## src/rtl/fetch_pkg.sv

```systemverilog
// Shared definitions for the instruction fetch controller: FSM states,
// address width and the default reset PC.
package fetch_pkg;

  localparam int ADDR_W = 32;

  localparam logic [ADDR_W-1:0] DEFAULT_RESET_PC = 32'h0000_0000;

  typedef enum logic [1:0] {
    ST_REQ   = 2'd0,
    ST_WAIT  = 2'd1,
    ST_DRAIN = 2'd2
  } fetch_state_e;

endpackage

```

## src/rtl/fetch_ctrl.sv

```systemverilog
// Instruction fetch controller: one outstanding imem request, registered IF/ID
// output, branch redirect with stale-response draining.
// Optional macro FETCH_MISALIGN_CHK_EN adds misalign_err and drops unaligned redirects.
module fetch_ctrl
  import fetch_pkg::*;
#(
  parameter logic [ADDR_W-1:0] RESET_PC = DEFAULT_RESET_PC
) (
  input  logic              clk,
  input  logic              reset,
  input  logic              redirect_valid,
  input  logic [ADDR_W-1:0] redirect_addr,
  output logic              imem_req,
  output logic [ADDR_W-1:0] imem_addr,
  input  logic              imem_gnt,
  input  logic              imem_rvalid,
  input  logic [31:0]       imem_rdata,
  output logic              ifid_valid,
  input  logic              ifid_ready,
  output logic [ADDR_W-1:0] ifid_pc,
  output logic [31:0]       ifid_instr
`ifdef FETCH_MISALIGN_CHK_EN
  ,
  output logic              misalign_err
`endif
);

  fetch_state_e      state;
  logic [ADDR_W-1:0] pc;
  logic              redir;
  logic [ADDR_W-1:0] redir_target;
  logic              fire;
  logic              load;

`ifdef FETCH_MISALIGN_CHK_EN
  logic misaligned;
  assign misaligned   = redirect_valid && (redirect_addr[1:0] != 2'b00);
  assign redir        = redirect_valid && !misaligned;
  assign redir_target = redirect_addr;
`else
  logic unused_addr_lsb;
  assign unused_addr_lsb = ^redirect_addr[1:0];
  assign redir           = redirect_valid;
  assign redir_target    = {redirect_addr[ADDR_W-1:2], 2'b00};
`endif

  // A new request may only go out once the presented word is gone or leaving.
  assign imem_req  = !reset && (state == ST_REQ) && (!ifid_valid || ifid_ready);
  assign imem_addr = pc;
  assign fire      = imem_req && imem_gnt;
  assign load      = (state == ST_WAIT) && imem_rvalid && !redir;

  always_ff @(posedge clk) begin
    if (reset) begin
      state      <= ST_REQ;
      pc         <= RESET_PC;
      ifid_valid <= 1'b0;
      ifid_pc    <= '0;
      ifid_instr <= '0;
    end else begin
      if (load) begin
        ifid_valid <= 1'b1;
        ifid_pc    <= pc;
        ifid_instr <= imem_rdata;
      end else if (redir || (ifid_valid && ifid_ready)) begin
        ifid_valid <= 1'b0;
      end

      // Redirect wins; a response still in flight must be drained, not used.
      if (redir) begin
        pc <= redir_target;
        case (state)
          ST_REQ:   if (fire) state <= ST_DRAIN;
          ST_WAIT:  state <= imem_rvalid ? ST_REQ : ST_DRAIN;
          ST_DRAIN: if (imem_rvalid) state <= ST_REQ;
          default:  state <= ST_REQ;
        endcase
      end else begin
        case (state)
          ST_REQ:   if (fire) state <= ST_WAIT;
          ST_WAIT:  if (imem_rvalid) begin
                      pc    <= pc + 32'd4;
                      state <= ST_REQ;
                    end
          ST_DRAIN: if (imem_rvalid) state <= ST_REQ;
          default:  state <= ST_REQ;
        endcase
      end
    end
  end

`ifdef FETCH_MISALIGN_CHK_EN
  always_ff @(posedge clk) begin
    if (reset) begin
      misalign_err <= 1'b0;
    end else begin
      misalign_err <= misaligned;
    end
  end
`endif

endmodule

```

## config.mk

```make
export PLATFORM = sky130hd
export DESIGN_NAME = fetch_ctrl
export DESIGN_NICKNAME = d
export VERILOG_FILES = /design/src/rtl/fetch_pkg.sv /design/src/rtl/fetch_ctrl.sv
export SDC_FILE = /design/constraint.sdc
export NUM_CORES = 1
export LEC_CHECK = 0
export CORE_UTILIZATION = 47
export DETAILED_ROUTE_END_ITERATION = 10
export PLACE_DENSITY = 0.89
export SETUP_SLACK_MARGIN = 0.5
export SYNTH_ARGS = -nofsm -noshare
export SYNTH_HDL_FRONTEND = slang
export SYNTH_SLANG_ARGS = --single-unit
```

## constraint.sdc

```tcl
create_clock -name clk -period 3.58 [get_ports clk]
set_input_delay 0.716 -clock clk [delete_from_list [all_inputs] [get_ports clk]]
set_output_delay 0.716 -clock clk [all_outputs]
set_load 0.005 [all_outputs]
```

== Word-level counts from Yosys, hierarchy flattened ==
Index checks and enable logic that the tools add are counted.

* Flip-flop bits (word level): 99
* Bits of input ports: 70
* Output and inout bits: 98
* Logic and storage cells: 41

* Add/sub/neg operators: 1
* Eq/ne operators: 3
* Mux-type cells: 12
* Reduce and logical (&&, ||, !) cells: 19

{| class="wikitable"
|+ Operators by type and width
! cell !! count
|-
| $mux W32 || 3
|-
| $add A32 B3 Y32 const B || 1
|-
| $mux W2 || 5
|-
| $logic_and A1 B1 Y1 || 6
|-
| $pmux W2 S3 || 1
|-
| $reduce_bool A2 Y1 || 3
|-
| $pmux W2 S2 || 1
|-
| $reduce_and A2 Y1 || 2
|-
| $reduce_or A2 Y1 || 2
|-
| $logic_not A1 Y1 || 3
|-
| $eq A2 B1 Y1 const B || 1
|-
| $eq A2 B2 Y1 const B || 1
|-
| $logic_not A2 Y1 || 1
|-
| $logic_or A1 B1 Y1 || 2
|-
| $mux W1 || 2
|-
| $ne A2 B2 Y1 const B || 1
|}

== Logic depth before layout (Yosys ltp) ==
* Depth in word-level cells: 7
* Mapped depth: 7
* Mapped depth without buffers: 6

== Worst setup path after synthesis ==
Ideal clock, no wire load.

* Kind: input-to-reg
* Start point: input port imem_rvalid
* End point: register pc[22], in the netlist imem_addr[22]
* Setup time: 122 ps
* Data arrival time: 2,100 ps
* Data required time: 3,458 ps
* Slack: 1,358 ps
* Stages on the path: 5
* Path buffers: 1
* Cells stage by stage: clkbuf_1 -> nand4_1 -> nor4_2 -> a2111oi_0 -> a311o_1

* Word-level cells in the longest chain between the ends: 2

{| class="wikitable"
|+ Ends and longest elaborated chain
! what !! line !! source
|-
| from (decl) || fetch_ctrl.sv:16 || <nowiki>input logic imem_rvalid,</nowiki>
|-
| $reduce_bool A2 Y1 (no source line) || -- ||
|-
| $reduce_and A2 Y1 (no source line) || -- ||
|-
| to (signal assigned) || fetch_ctrl.sv:71 || <nowiki>pc <= redir_target;</nowiki>
|-
| to (signal assigned) || fetch_ctrl.sv:82 || <nowiki>pc <= pc + 32'd4;</nowiki>
|-
| to (decl) || fetch_ctrl.sv:29 || <nowiki>logic [ADDR_W-1:0] pc;</nowiki>
|}

No other way between the ends.
A chain may end at the register's enable or synchronous reset.

== Final worst setup path ==
* Start point: input port ifid_ready
* End point: output port imem_req

* Word-level cells in the longest chain between the ends: 2

{| class="wikitable"
|+ Ends and longest elaborated chain
! what !! line !! source
|-
| from (decl) || fetch_ctrl.sv:19 || <nowiki>input logic ifid_ready,</nowiki>
|-
| $logic_or A1 B1 Y1 || fetch_ctrl.sv:48 || <nowiki>assign imem_req = !reset && (state == ST_REQ) && (!ifid_valid || ifid_ready);</nowiki>
|-
| $logic_and A1 B1 Y1 || fetch_ctrl.sv:48 ||
|-
| to (decl) || fetch_ctrl.sv:13 || <nowiki>output logic imem_req,</nowiki>
|}

No other way between the ends.

==> run summary <==
Status: complete, no violations
Commonest cells after routing, fill and taps aside: 160 x clkdlybuf4s50_1, 147 x nand2_1, 95 x dfxtp_1
Post_cts resized: 0
Die Footprint: 9320 µm²
Nets: 751
Post-Syn Instances: 536
Crit path max fanout: 4
# rows: 34
Pint: 1.57 mW
Leakage power: 2.05 nW
Pwr Density: 352 nW/µm²
Die Wd: 96.6 µm
Number of synthesized flops with an enable pin: 0
Placer Congestion: 0.882
1st-pass router iterations: 4
Slew @ Worst Pin: 974 ps
Critical path type: in2out
Sequential area share after synthesis: 45.3%
Combinational share of power: 12.3%
Die H: 96.6 µm
Vias in the first global route: 3789
Dpl hpwl: 8370 µm
Initial antenna violation count: 0
Skew-Pair Late Insertion Delay: 370 ps
Via count: 4403
P_sw: 560 µW
Yosys reg bits: 95
Sw Ratio: 26.3%
I/O Pins: 168
Core ar.: 8680 µm²
Final period util: 75.8%
TritonCTS Sinks: 95
Fmax achieved: 369 MHz
Port bufs: 161
Final Hold Violating Endpoints: 0
Routed WL: 12200 µm
TNS Setup: 0 ps
DRC: 0
Initial Utilization: 48.4%
CTS buffer count: 9
Total track usage: 25.0%
Synth async-reset ratio: 0%
Final setup violation count: 0
Clock Pin Slew Worst Setup and Hold Paths: 90 ps
Critical Path RT: 2860 ps
RSZ-0062 raised after global routing: no
HP Class: reg2reg
Diodes inserted: 0
DRT iter0 DRCs: 235
Post-synth cell types: 48
Layout Skew: 11.4 ps
CTS root buffer: clkbuf_8
Largest net degree at the start of global routing: 98
First-pass GRT wire length: 18000 µm
Sequential power share: 53.1%
Area growth syn-to-layout: 44.1%
TritonCTS clock tree: done
Number of max-cap violations: 0
Peak VDD IR: 200 µV
Remaining global-route overflow: 0
CTS H-tree depth: 3
Commonest non-fill, non-tap cell in the layout: clkdlybuf4s50_1
DR WL/cell: 15.5 µm
Arrival @ worst endpoint: 2000 ps
Crit end category: primary output
Post-CTS Hold Buffers: 0
Netlist Area Pre-Place: 4200 µm²
CP startpoint kind: primary input
Synth warnings: 0
ANT nets after route: 0
Design Power: 2.13 mW
Share of layout cells above drive strength 1: 4.26%
Vias per cell: 5.59
Final Max Slew Viols: 0
Post CTS Setup Buffer Count: 0
Tmin final: 2710 ps
Slew HR: 35.1%
Top_reg_cell synth: dfxtp_1
Clk pwr share: 34.6%
Mean Syn Cell Area: 7.84 µm²
Worst-case clock buffer depth: 2
==> cells in the mapped netlist, types with 6 or more instances <==
master    count  area (µm²)
dfxtp_1      95        1900
nor3_1        7        35.0
xor2_1        7        61.3
a21oi_1      68         340
nand2_1     147         552
inv_1        11        41.3
clkbuf_1     36         135
nand4_1       9        56.3
nor2_1       22        82.6
o31ai_1       6        45.0
nand3_1      18        90.1
or4_1        11        82.6
and4_1        7        61.3
a211oi_1     11        82.6
and3_1       10        62.6
ha_1          6        75.1
a311oi_1      8        70.1
o21ai_0       6        30.0
==> final cells by class <==
type	count	area, µm²
multi-input combinational	391	2110
clock inverter	7	78.8
timing repair buffer	167	1670
inverter	11	41.3
tap	108	135
fill	691	2620
clock buffer	9	124
sequential	95	1900
==> worst max-delay path: stages <==
cell and delay [ps]:
clkdlybuf4s50_1 440, nand2b_1 150, and3_1 190, clkdlybuf4s50_1 500
==> through the flow <==
step	hold WS, ps	instances	util, %	area [µm²]	setup slack (ps)
global placement	441	772	67.4	5850	672
floorplan	453	539	-	4210	1360
finish	457	788	69.8	6060	868
CTS	458	788	69.8	6060	873
global route	479	788	69.8	6060	787
detailed placement	445	772	67.4	5850	600
==> state kept, by name, summed over array words and instances, names as in the netlist <==
name,count
ifid_instr,32
ifid_pc,30
imem_addr,30
state,2
ifid_valid,1
==> path summary, 6_finish.rpt <==
path,start,end,slack [ps],depth (start not counted)
worst max register to register,state[0],imem_addr[23],1230,5
worst min register to register,ifid_pc[12],ifid_pc[12],460,2
worst min-delay path,ifid_pc[12],ifid_pc[12],460,2
worst max-delay path,ifid_ready,imem_req,870,4
==> cells by family after synthesis <==
logic type	after synthesis	synth area share (%)
AND/OR/NAND/NOR	249	27.5
AO/OA/AOI/OAI	119	17.5
flip-flops	95	45.3
buffers and inverters	53	5.12
XOR/XNOR	12	2.50
adder cells (fa/ha/maj)	6	1.79
other	1	0.0893
multiplexers	1	0.268
==> power groups by stage <==
stage / logic, mW / clock network (mW) / registers (mW)
final: 0.262 / 0.737 / 1.13
after detailed placement: 0.260 / 0 / 1.16
after global routing: 0.284 / 0.795 / 1.14
after global placement: 0.253 / 0 / 1.16
after floorplan: 0.107 / 0 / 1.15
after CTS: 0.262 / 0.748 / 1.13
==> per-layer routing <==
| layer | vias up | part of all wire, % | track usage [%] |
|---|---|---|---|
| li1 | 2147 | - | - |
| met1 | 2013 | 40 | 31.8 |
| met2 | 207 | 49 | 40.4 |
| met3 | 36 | 7.3 | 4.23 |
| met4 | 0 | 3.4 | 13.7 |
| met5 | - | 0 | 0 |
Note: power is estimated with default switching activity, not from simulation.
